==> src/rtl/seg7_scan_if.sv <==
// Bus between the datapath and the 7-segment scan driver.
interface seg7_scan_if #(
    parameter int unsigned N_DIGITS = 4
);
    logic                    load;
    logic [4*N_DIGITS-1:0]   data_in;
    logic [N_DIGITS-1:0]     dp_in;
    logic [N_DIGITS-1:0]     blank_in;
    logic                    lz_en;
    logic [6:0]              a_to_g;
    logic                    dp;
    logic [N_DIGITS-1:0]     an;
    logic                    frame_start;

    modport master (
        output load, data_in, dp_in, blank_in, lz_en,
        input  a_to_g, dp, an, frame_start
    );

    modport slave (
        input  load, data_in, dp_in, blank_in, lz_en,
        output a_to_g, dp, an, frame_start
    );
endinterface

==> src/rtl/seg7_scan_driver.sv <==
// Multiplexed hex 7-segment driver: time-sliced anodes with dead time,
// blanking, decimal points, leading-zero suppression and a frame-aligned shadow.
module seg7_scan_driver #(
    parameter int unsigned N_DIGITS       = 4,
    parameter int unsigned SLOT_CYC       = 50000,
    parameter int unsigned DEAD_CYC       = 500,
    parameter int unsigned SEG_ACTIVE_LOW = 1,
    parameter int unsigned AN_ACTIVE_LOW  = 1
) (
    input  logic        clk,
    input  logic        rst_n,
    seg7_scan_if.slave  bus
);
    localparam int unsigned CNT_W  = (SLOT_CYC > 1) ? $clog2(SLOT_CYC) : 1;
    localparam int unsigned IDX_W  = $clog2(N_DIGITS);
    localparam int unsigned DATA_W = 4 * N_DIGITS;

    localparam logic [6:0]          SEG_OFF = (SEG_ACTIVE_LOW != 0) ? 7'h7F : 7'h00;
    localparam logic                DP_OFF  = (SEG_ACTIVE_LOW != 0) ? 1'b1 : 1'b0;
    localparam logic [N_DIGITS-1:0] AN_OFF  = (AN_ACTIVE_LOW != 0) ? {N_DIGITS{1'b1}} : '0;

    typedef enum logic [0:0] {ST_IDLE, ST_RUN} state_t;

    state_t              state_q, state_n;
    logic [CNT_W-1:0]    cnt_q, cnt_n;
    logic [IDX_W-1:0]    idx_q, idx_n;
    logic                into_frame_c;

    logic [DATA_W-1:0]   pend_data_q, pend_data_n, shd_data_q, shd_data_n;
    logic [N_DIGITS-1:0] pend_dp_q, pend_dp_n, shd_dp_q, shd_dp_n;
    logic [N_DIGITS-1:0] pend_blank_q, pend_blank_n, shd_blank_q, shd_blank_n;

    logic [N_DIGITS-1:0] supp_c;
    logic                zero_run_c;
    logic [3:0]          nib_c;
    logic                sel_dp_c, sel_blank_c, sel_supp_c;
    logic [6:0]          seg_low_c, seg_c;
    logic                dp_c;
    logic [N_DIGITS-1:0] an_hi_c, an_c;

    logic [6:0]          a_to_g_q;
    logic                dp_q;
    logic [N_DIGITS-1:0] an_q;
    logic                frame_start_q;

    // Hex to segments, active-low form, a in bit 6 .. g in bit 0.
    function automatic logic [6:0] hex_to_seg(input logic [3:0] v);
        case (v)
            4'h0: hex_to_seg = 7'b0000001;
            4'h1: hex_to_seg = 7'b1001111;
            4'h2: hex_to_seg = 7'b0010010;
            4'h3: hex_to_seg = 7'b0000110;
            4'h4: hex_to_seg = 7'b1001100;
            4'h5: hex_to_seg = 7'b0100100;
            4'h6: hex_to_seg = 7'b0100000;
            4'h7: hex_to_seg = 7'b0001111;
            4'h8: hex_to_seg = 7'b0000000;
            4'h9: hex_to_seg = 7'b0000100;
            4'hA: hex_to_seg = 7'b0001000;
            4'hB: hex_to_seg = 7'b1100000;
            4'hC: hex_to_seg = 7'b0110001;
            4'hD: hex_to_seg = 7'b1000010;
            4'hE: hex_to_seg = 7'b0110000;
            default: hex_to_seg = 7'b0111000;
        endcase
    endfunction

    // Scan sequencing: idle holds until reset release, then slot counter and digit index.
    always_comb begin
        state_n      = state_q;
        cnt_n        = cnt_q;
        idx_n        = idx_q;
        into_frame_c = 1'b0;
        case (state_q)
            ST_IDLE: begin
                state_n      = ST_RUN;
                cnt_n        = '0;
                idx_n        = '0;
                into_frame_c = 1'b1;
            end
            ST_RUN: begin
                if (cnt_q == CNT_W'(SLOT_CYC - 1)) begin
                    cnt_n = '0;
                    if (idx_q == IDX_W'(N_DIGITS - 1)) begin
                        idx_n        = '0;
                        into_frame_c = 1'b1;
                    end else begin
                        idx_n = idx_q + IDX_W'(1);
                    end
                end else begin
                    cnt_n = cnt_q + CNT_W'(1);
                end
            end
            default: state_n = ST_IDLE;
        endcase
    end

    // Pending capture and frame-aligned shadow commit; a load at the boundary lands directly.
    always_comb begin
        pend_data_n  = pend_data_q;
        pend_dp_n    = pend_dp_q;
        pend_blank_n = pend_blank_q;
        shd_data_n   = shd_data_q;
        shd_dp_n     = shd_dp_q;
        shd_blank_n  = shd_blank_q;
        if (bus.load) begin
            pend_data_n  = bus.data_in;
            pend_dp_n    = bus.dp_in;
            pend_blank_n = bus.blank_in;
        end
        if (bus.load && (into_frame_c || frame_start_q)) begin
            shd_data_n  = bus.data_in;
            shd_dp_n    = bus.dp_in;
            shd_blank_n = bus.blank_in;
        end else if (into_frame_c) begin
            shd_data_n  = pend_data_q;
            shd_dp_n    = pend_dp_q;
            shd_blank_n = pend_blank_q;
        end
    end

    // Display value for the coming cycle, so outputs are valid on the slot's first cycle.
    always_comb begin
        supp_c      = '0;
        zero_run_c  = 1'b1;
        nib_c       = 4'h0;
        sel_dp_c    = 1'b0;
        sel_blank_c = 1'b0;
        sel_supp_c  = 1'b0;
        an_hi_c     = '0;
        for (int k = N_DIGITS - 1; k >= 1; k--) begin
            zero_run_c = zero_run_c & (shd_data_n[4*k +: 4] == 4'h0);
            supp_c[k]  = zero_run_c & bus.lz_en;
        end
        for (int k = 0; k < N_DIGITS; k++) begin
            if (idx_n == IDX_W'(k)) begin
                nib_c       = shd_data_n[4*k +: 4];
                sel_dp_c    = shd_dp_n[k];
                sel_blank_c = shd_blank_n[k];
                sel_supp_c  = supp_c[k];
                if (cnt_n >= CNT_W'(DEAD_CYC)) begin
                    an_hi_c[k] = 1'b1;
                end
            end
        end
        seg_low_c = (sel_blank_c || sel_supp_c) ? 7'h7F : hex_to_seg(nib_c);
        seg_c     = (SEG_ACTIVE_LOW != 0) ? seg_low_c : ~seg_low_c;
        dp_c      = (sel_dp_c && !sel_blank_c) ? ~DP_OFF : DP_OFF;
        an_c      = (AN_ACTIVE_LOW != 0) ? ~an_hi_c : an_hi_c;
    end

    // Sequencer and shadow state.
    always_ff @(posedge clk or negedge rst_n) begin
        if (!rst_n) begin
            state_q      <= ST_IDLE;
            cnt_q        <= '0;
            idx_q        <= '0;
            pend_data_q  <= '0;
            pend_dp_q    <= '0;
            pend_blank_q <= '0;
            shd_data_q   <= '0;
            shd_dp_q     <= '0;
            shd_blank_q  <= '0;
        end else begin
            state_q      <= state_n;
            cnt_q        <= cnt_n;
            idx_q        <= idx_n;
            pend_data_q  <= pend_data_n;
            pend_dp_q    <= pend_dp_n;
            pend_blank_q <= pend_blank_n;
            shd_data_q   <= shd_data_n;
            shd_dp_q     <= shd_dp_n;
            shd_blank_q  <= shd_blank_n;
        end
    end

    // Registered pin drive; inactive levels while in reset.
    always_ff @(posedge clk or negedge rst_n) begin
        if (!rst_n) begin
            a_to_g_q      <= SEG_OFF;
            dp_q          <= DP_OFF;
            an_q          <= AN_OFF;
            frame_start_q <= 1'b0;
        end else begin
            a_to_g_q      <= seg_c;
            dp_q          <= dp_c;
            an_q          <= an_c;
            frame_start_q <= into_frame_c;
        end
    end

    assign bus.a_to_g      = a_to_g_q;
    assign bus.dp          = dp_q;
    assign bus.an          = an_q;
    assign bus.frame_start = frame_start_q;
endmodule
==> src/flat_wrapper.sv <==
// flat-port wrapper written by rule: the top's interface ports become plain ports
module seg7_scan_driver_flat 
#(
    parameter int unsigned N_DIGITS       = 4,
    parameter int unsigned SLOT_CYC       = 50000,
    parameter int unsigned DEAD_CYC       = 500,
    parameter int unsigned SEG_ACTIVE_LOW = 1,
    parameter int unsigned AN_ACTIVE_LOW  = 1
)
  (clk, rst_n, bus_load, bus_data_in, bus_dp_in, bus_blank_in, bus_lz_en, bus_a_to_g, bus_dp, bus_an, bus_frame_start);
  seg7_scan_if #(.N_DIGITS(N_DIGITS)) bus_i ();
  input  logic clk;
  input  logic rst_n;
  input wire logic [$bits(bus_i.load)-1:0] bus_load;
  input wire logic [$bits(bus_i.data_in)-1:0] bus_data_in;
  input wire logic [$bits(bus_i.dp_in)-1:0] bus_dp_in;
  input wire logic [$bits(bus_i.blank_in)-1:0] bus_blank_in;
  input wire logic [$bits(bus_i.lz_en)-1:0] bus_lz_en;
  output wire logic [$bits(bus_i.a_to_g)-1:0] bus_a_to_g;
  output wire logic [$bits(bus_i.dp)-1:0] bus_dp;
  output wire logic [$bits(bus_i.an)-1:0] bus_an;
  output wire logic [$bits(bus_i.frame_start)-1:0] bus_frame_start;
  assign bus_i.load = bus_load;
  assign bus_i.data_in = bus_data_in;
  assign bus_i.dp_in = bus_dp_in;
  assign bus_i.blank_in = bus_blank_in;
  assign bus_i.lz_en = bus_lz_en;
  assign bus_a_to_g = bus_i.a_to_g;
  assign bus_dp = bus_i.dp;
  assign bus_an = bus_i.an;
  assign bus_frame_start = bus_i.frame_start;
  seg7_scan_driver #(.N_DIGITS(N_DIGITS), .SLOT_CYC(SLOT_CYC), .DEAD_CYC(DEAD_CYC), .SEG_ACTIVE_LOW(SEG_ACTIVE_LOW), .AN_ACTIVE_LOW(AN_ACTIVE_LOW)) u_core (.clk(clk), .rst_n(rst_n), .bus(bus_i));
endmodule
==> config.mk <==
export PLATFORM = sky130hd
export DESIGN_NAME = seg7_scan_driver_flat
export DESIGN_NICKNAME = d
export VERILOG_FILES = /design/src/rtl/seg7_scan_if.sv /design/src/rtl/seg7_scan_driver.sv /design/src/flat_wrapper.sv
export SDC_FILE = /design/constraint.sdc
export NUM_CORES = 1
export LEC_CHECK = 0
export CAP_MARGIN = 40
export CORE_MARGIN = 4
export CORE_UTILIZATION = 54
export CTS_BUF_LIST = sky130_fd_sc_hd__clkbuf_4 sky130_fd_sc_hd__clkbuf_8
export CTS_CLUSTER_SIZE = 16
export DETAILED_ROUTE_END_ITERATION = 12
export GPL_TIMING_DRIVEN = 0
export HOLD_SLACK_MARGIN = 0.02
export PLACE_DENSITY_LB_ADDON = 0.15
export REMOVE_ABC_BUFFERS = 1
export SYNTH_ARGS = -nofsm -noshare
export SYNTH_HDL_FRONTEND = slang
export SYNTH_SLANG_ARGS = --single-unit
==> constraint.sdc <==
create_clock -name clk -period 3.1 [get_ports clk]
set_input_delay 0.465 -clock clk [delete_from_list [all_inputs] [get_ports clk]]
set_output_delay 0.465 -clock clk [all_outputs]
set_load 0.01 [all_outputs]
==> summary.txt <==
GRT
  • First-pass GRT wire length: between 15000 and 20000 um
  • Vias in the first global route: around 3300
  • Total GRT Usage: 0.213
  • Initial antenna violation count: 0
  • Largest net degree at the start of global routing: 46
  • Congestion Overflow GR: 0

Floorplan
  • Row Count: 32
  • Die Span X: ~97 um
  • Top Ports: between 40 and 50
  • Die area: ~9400 um2
  • Starting Density: 0.553
  • Core area: approximately 7700 um2
  • Die Ht: a little under 100 um

Power and ir drop
  • Sequential share of power: 0.474
  • Total Power: 0.00253 W
  • Lkg Pwr: between 2 and 2.5 nW
  • Worst VDD drop: roughly 240 uV
  • Comb pwr share: 0.199
  • Sw frac: 0.270
  • P per Cell Area: 470 nW/um2
  • Clk pwr share: 0.327
  • NetSw: 0.000684 W
  • Internal power: approximately 0.0018 W

Logic synthesis
  • Post-Syn Area: between 4000 and 5000 um2
  • Post-synthesis register bit count: 80
  • Distinct cells, synth: 69
  • Register area share after synthesis: 0.472
  • Cells after Synth: around 400
  • Yosys warning total: 0
  • Synth top cells by count: 68 x dfrtp_1, 48 x nor2_1, 27 x mux2_2
  • Cell with the most instances after synthesis: dfrtp_1
  • Synth area leaders: dfrtp_1 40%, dfstp_2 7.4%, mux2_2 7.1%, nor2_1 4.2%, xor2_1 2.3%
  • Main synth FF type: dfrtp_1
  • Syn Area/Cell: between 10 and 15 um2
  • Leading area contributor after synthesis: dfrtp_1
  • Ys async rst share: 1.00
  • Post-synth EDFFs: 0
  • Share of Yosys cell area claimed by the top area cell type: 0.398

Placement
  • RePlAce Congestion: 0.808
  • Buffers on Ports: 40
  • DP Wirelength: 6100 um

Worst setup path
  • Max incr delay on CP: about 0.4 ns
  • Worst path bufs/invs: 3
  • Reg2reg path depth: 14
  • Required @ worst endpoint: approximately 3.4 ns
  • Crit-path cells: ha_4 > and4_1 > and4_4 > nor2_4 > clkinvlp_4 > buf_6 > a211oi_4 > nor2_4 > a22o_1 > a221oi_4 > inv_2 > ha_4 > a211o_1 > a21o_1
  • Worst R2R End: u_core.bus.a_to_g[3]
  • Setup crit end kind: flip-flop
  • WS Path Type: flip-flop to flip-flop
  • CP arrival: between 3 and 4 ns
  • Worst R2R Setup Slack: roughly 0.032 ns
  • Crit path max-delay cell type: dfrtp_1
  • Top delay family on crit path: compound AO/OA/AOI/OAI gates
  • CP startpoint kind: flip-flop
  • Critical path fanouts, max: 6
  • RR Startpoint: u_core.cnt_q[1]

Cells and area
  • Share of layout cells above drive strength 1: 0.324
  • N_diodes: 0
  • Area Growth Syn to Fin: 26.3%
  • Final net count: between 400 and 500
  • Post-layout util: 0.698

Route
  • WL/cell: 17.5 um
  • DRC: 0
  • Drt total wl: 9780 um
  • DRT iter0 DRCs: 177
  • Vias per cell: 6.02
  • Post-DRT Antenna Nets: 0
  • Vias: between 3000 and 4000
  • First-pass iteration count of the detailed router: 4

Clock tree
  • Clock sink total: 80
  • Root buffer cell: clkbuf_8
  • CTS tree: done
  • Clock Pin Slew Worst Setup and Hold Paths: approximately 0.090 ns
  • Max clock buf depth: 2
  • Hold bufs inserted after CTS: 0
  • H-tree Lvls: 3
  • Worst-Skew Late Latency: ~0.35 ns
  • CTS Buf Count: 9

Timing
  • Clock period minus worst slack: 3.07 ns
  • Max-slew violation count: 0
  • Rel. slew slack: 0.458
  • Final setup viols: 0
  • Slew @ Worst Pin: ~0.81 ns
  • Crit share post-route: 0.990
  • Final Hold Fails: 0
  • RSZ-0062 raised after global routing: true
  • Clock skew: ~0.013 ns
  • Fmax: 326 MHz

Run
  • Max Cap Viol: 0

Run status
  • Status: finished, final reports clean

Min path
  • Worst Hold Class: input port to async pin
==> through the flow <==
stage                     worst slack (ns)  setup TNS (ns)  hold WS (ns)  instance area [um2]  std cells
after floorplan                     -0.771           -4.59         0.169                 4150        373
after global routing                -0.101          -0.430        0.0985                 5390        559
after CTS                         -0.00111        -0.00111        0.0851                 5300        557
after detailed placement             -1.08           -6.92         0.462                 4750        519
final                               0.0319               0        0.0752                 5390        559
after global placement               -2.09         -125.84         0.476                 4680        515
==> cell type report <==
type	count	area, um2
fillers	557	2330
multi-input cells	277	2290
flip-flops and latches	80	2020
repair buffers	69	666
well taps	102	128
clock buffers	9	124
clock inverters	6	85.1
inverters	16	73.8
==> state kept, by name (all words and copies together), names as in the netlist, 2 cells and up <==
register / cells
u_core.pend_blank_q: 4
u_core.bus.an: 4
u_core.shd_blank_q: 4
u_core.bus.a_to_g: 7
u_core.idx_q: 2
u_core.shd_dp_q: 4
u_core.cnt_q: 16
u_core.shd_data_q: 16
u_core.pend_data_q: 16
u_core.pend_dp_q: 4
==> cells by family after synthesis <==
kind of cell    after synthesis  share of synthesized area
fa+ha+maj                     7                     0.0205
flops                        80                      0.472
compound gates               80                      0.166
xor+xnor                     17                     0.0349
simple gates                135                      0.168
mux                          37                     0.0949
buf+inv                      38                     0.0425
other cells                   1                   0.000878
==> how the worst max path moves through the flow <==
stage | from | endpoint | slack (ns) | depth (start not counted)
global placement | bus_load | u_core.bus.a_to_g[2] | -2.09 | 10
CTS | u_core.idx_q[1] | u_core.bus.a_to_g[3] | -0.001 | 15
global route | u_core.cnt_q[0] | u_core.bus.a_to_g[3] | -0.10 | 15
detailed placement | u_core.cnt_q[0] | u_core.bus.a_to_g[2] | -1.08 | 14
finish | u_core.cnt_q[1] | u_core.bus.a_to_g[3] | 0.03 | 14
floorplan | u_core.cnt_q[0] | u_core.bus.a_to_g[2] | -0.77 | 13
==> worst register-to-register path: cells and delay by family (launching register included) <==
| kind | cells | cell delay (ns) |
|---|---|---|
| buf+inv | 3 | 0.44 |
| fa+ha+maj | 2 | 0.36 |
| compound gates | 5 | 1.17 |
| simple gates | 4 | 0.62 |
| flops | 1 | 0.41 |
==> power by group through the flow <==
| stage | Combinational (W) | Sequential, W | Clock (W) |
|---|---|---|---|
| 3_5_place_dp | 0.000429 | 0.00121 | 0 |
| 2_1_floorplan | 0.000243 | 0.00122 | 0 |
| 5_1_grt | 0.000553 | 0.00121 | 0.000896 |
| 4_1_cts | 0.000488 | 0.00120 | 0.000839 |
| 3_3_place_gp | 0.000412 | 0.00121 | 0 |
| 6_report | 0.000505 | 0.00120 | 0.000828 |
==> cells in the final DEF (no fill, tap or decap), types with 5 or more instances in the layout <==
cell type	n
dfrtp_1	62
nor2_1	44
clkdlybuf4s50_1	38
mux2_2	25
buf_4	23
nand2_1	19
nand3_1	15
o21ai_0	13
dfstp_2	12
xor2_1	11
inv_1	9
clkbuf_8	9
mux2i_1	7
or3_1	6
xnor2_1	6
or2_2	6
o31ai_1	6
dfrtp_2	6
o32ai_1	5
a211oi_1	5
nor3_1	5
a211o_1	5
==> what timing repair did <==
action,CTS,global route
resized for setup,39,20
pin swaps,20,14
buffers inserted,23,3
setup endpoints to repair,8,7
==> routing by layer <==
| metal | wire length (um) | vias up | GRT usage |
|---|---|---|---|
| met3 | 395 | 13 | 0.0375 |
| met4 | 104 | 0 | 0.0680 |
| met1 | 4390 | 1706 | 0.295 |
| li1 | - | 1563 | - |
| met5 | 0 | - | 0 |
| met2 | 4890 | 82 | 0.340 |
(Power assumes the default switching activity.)
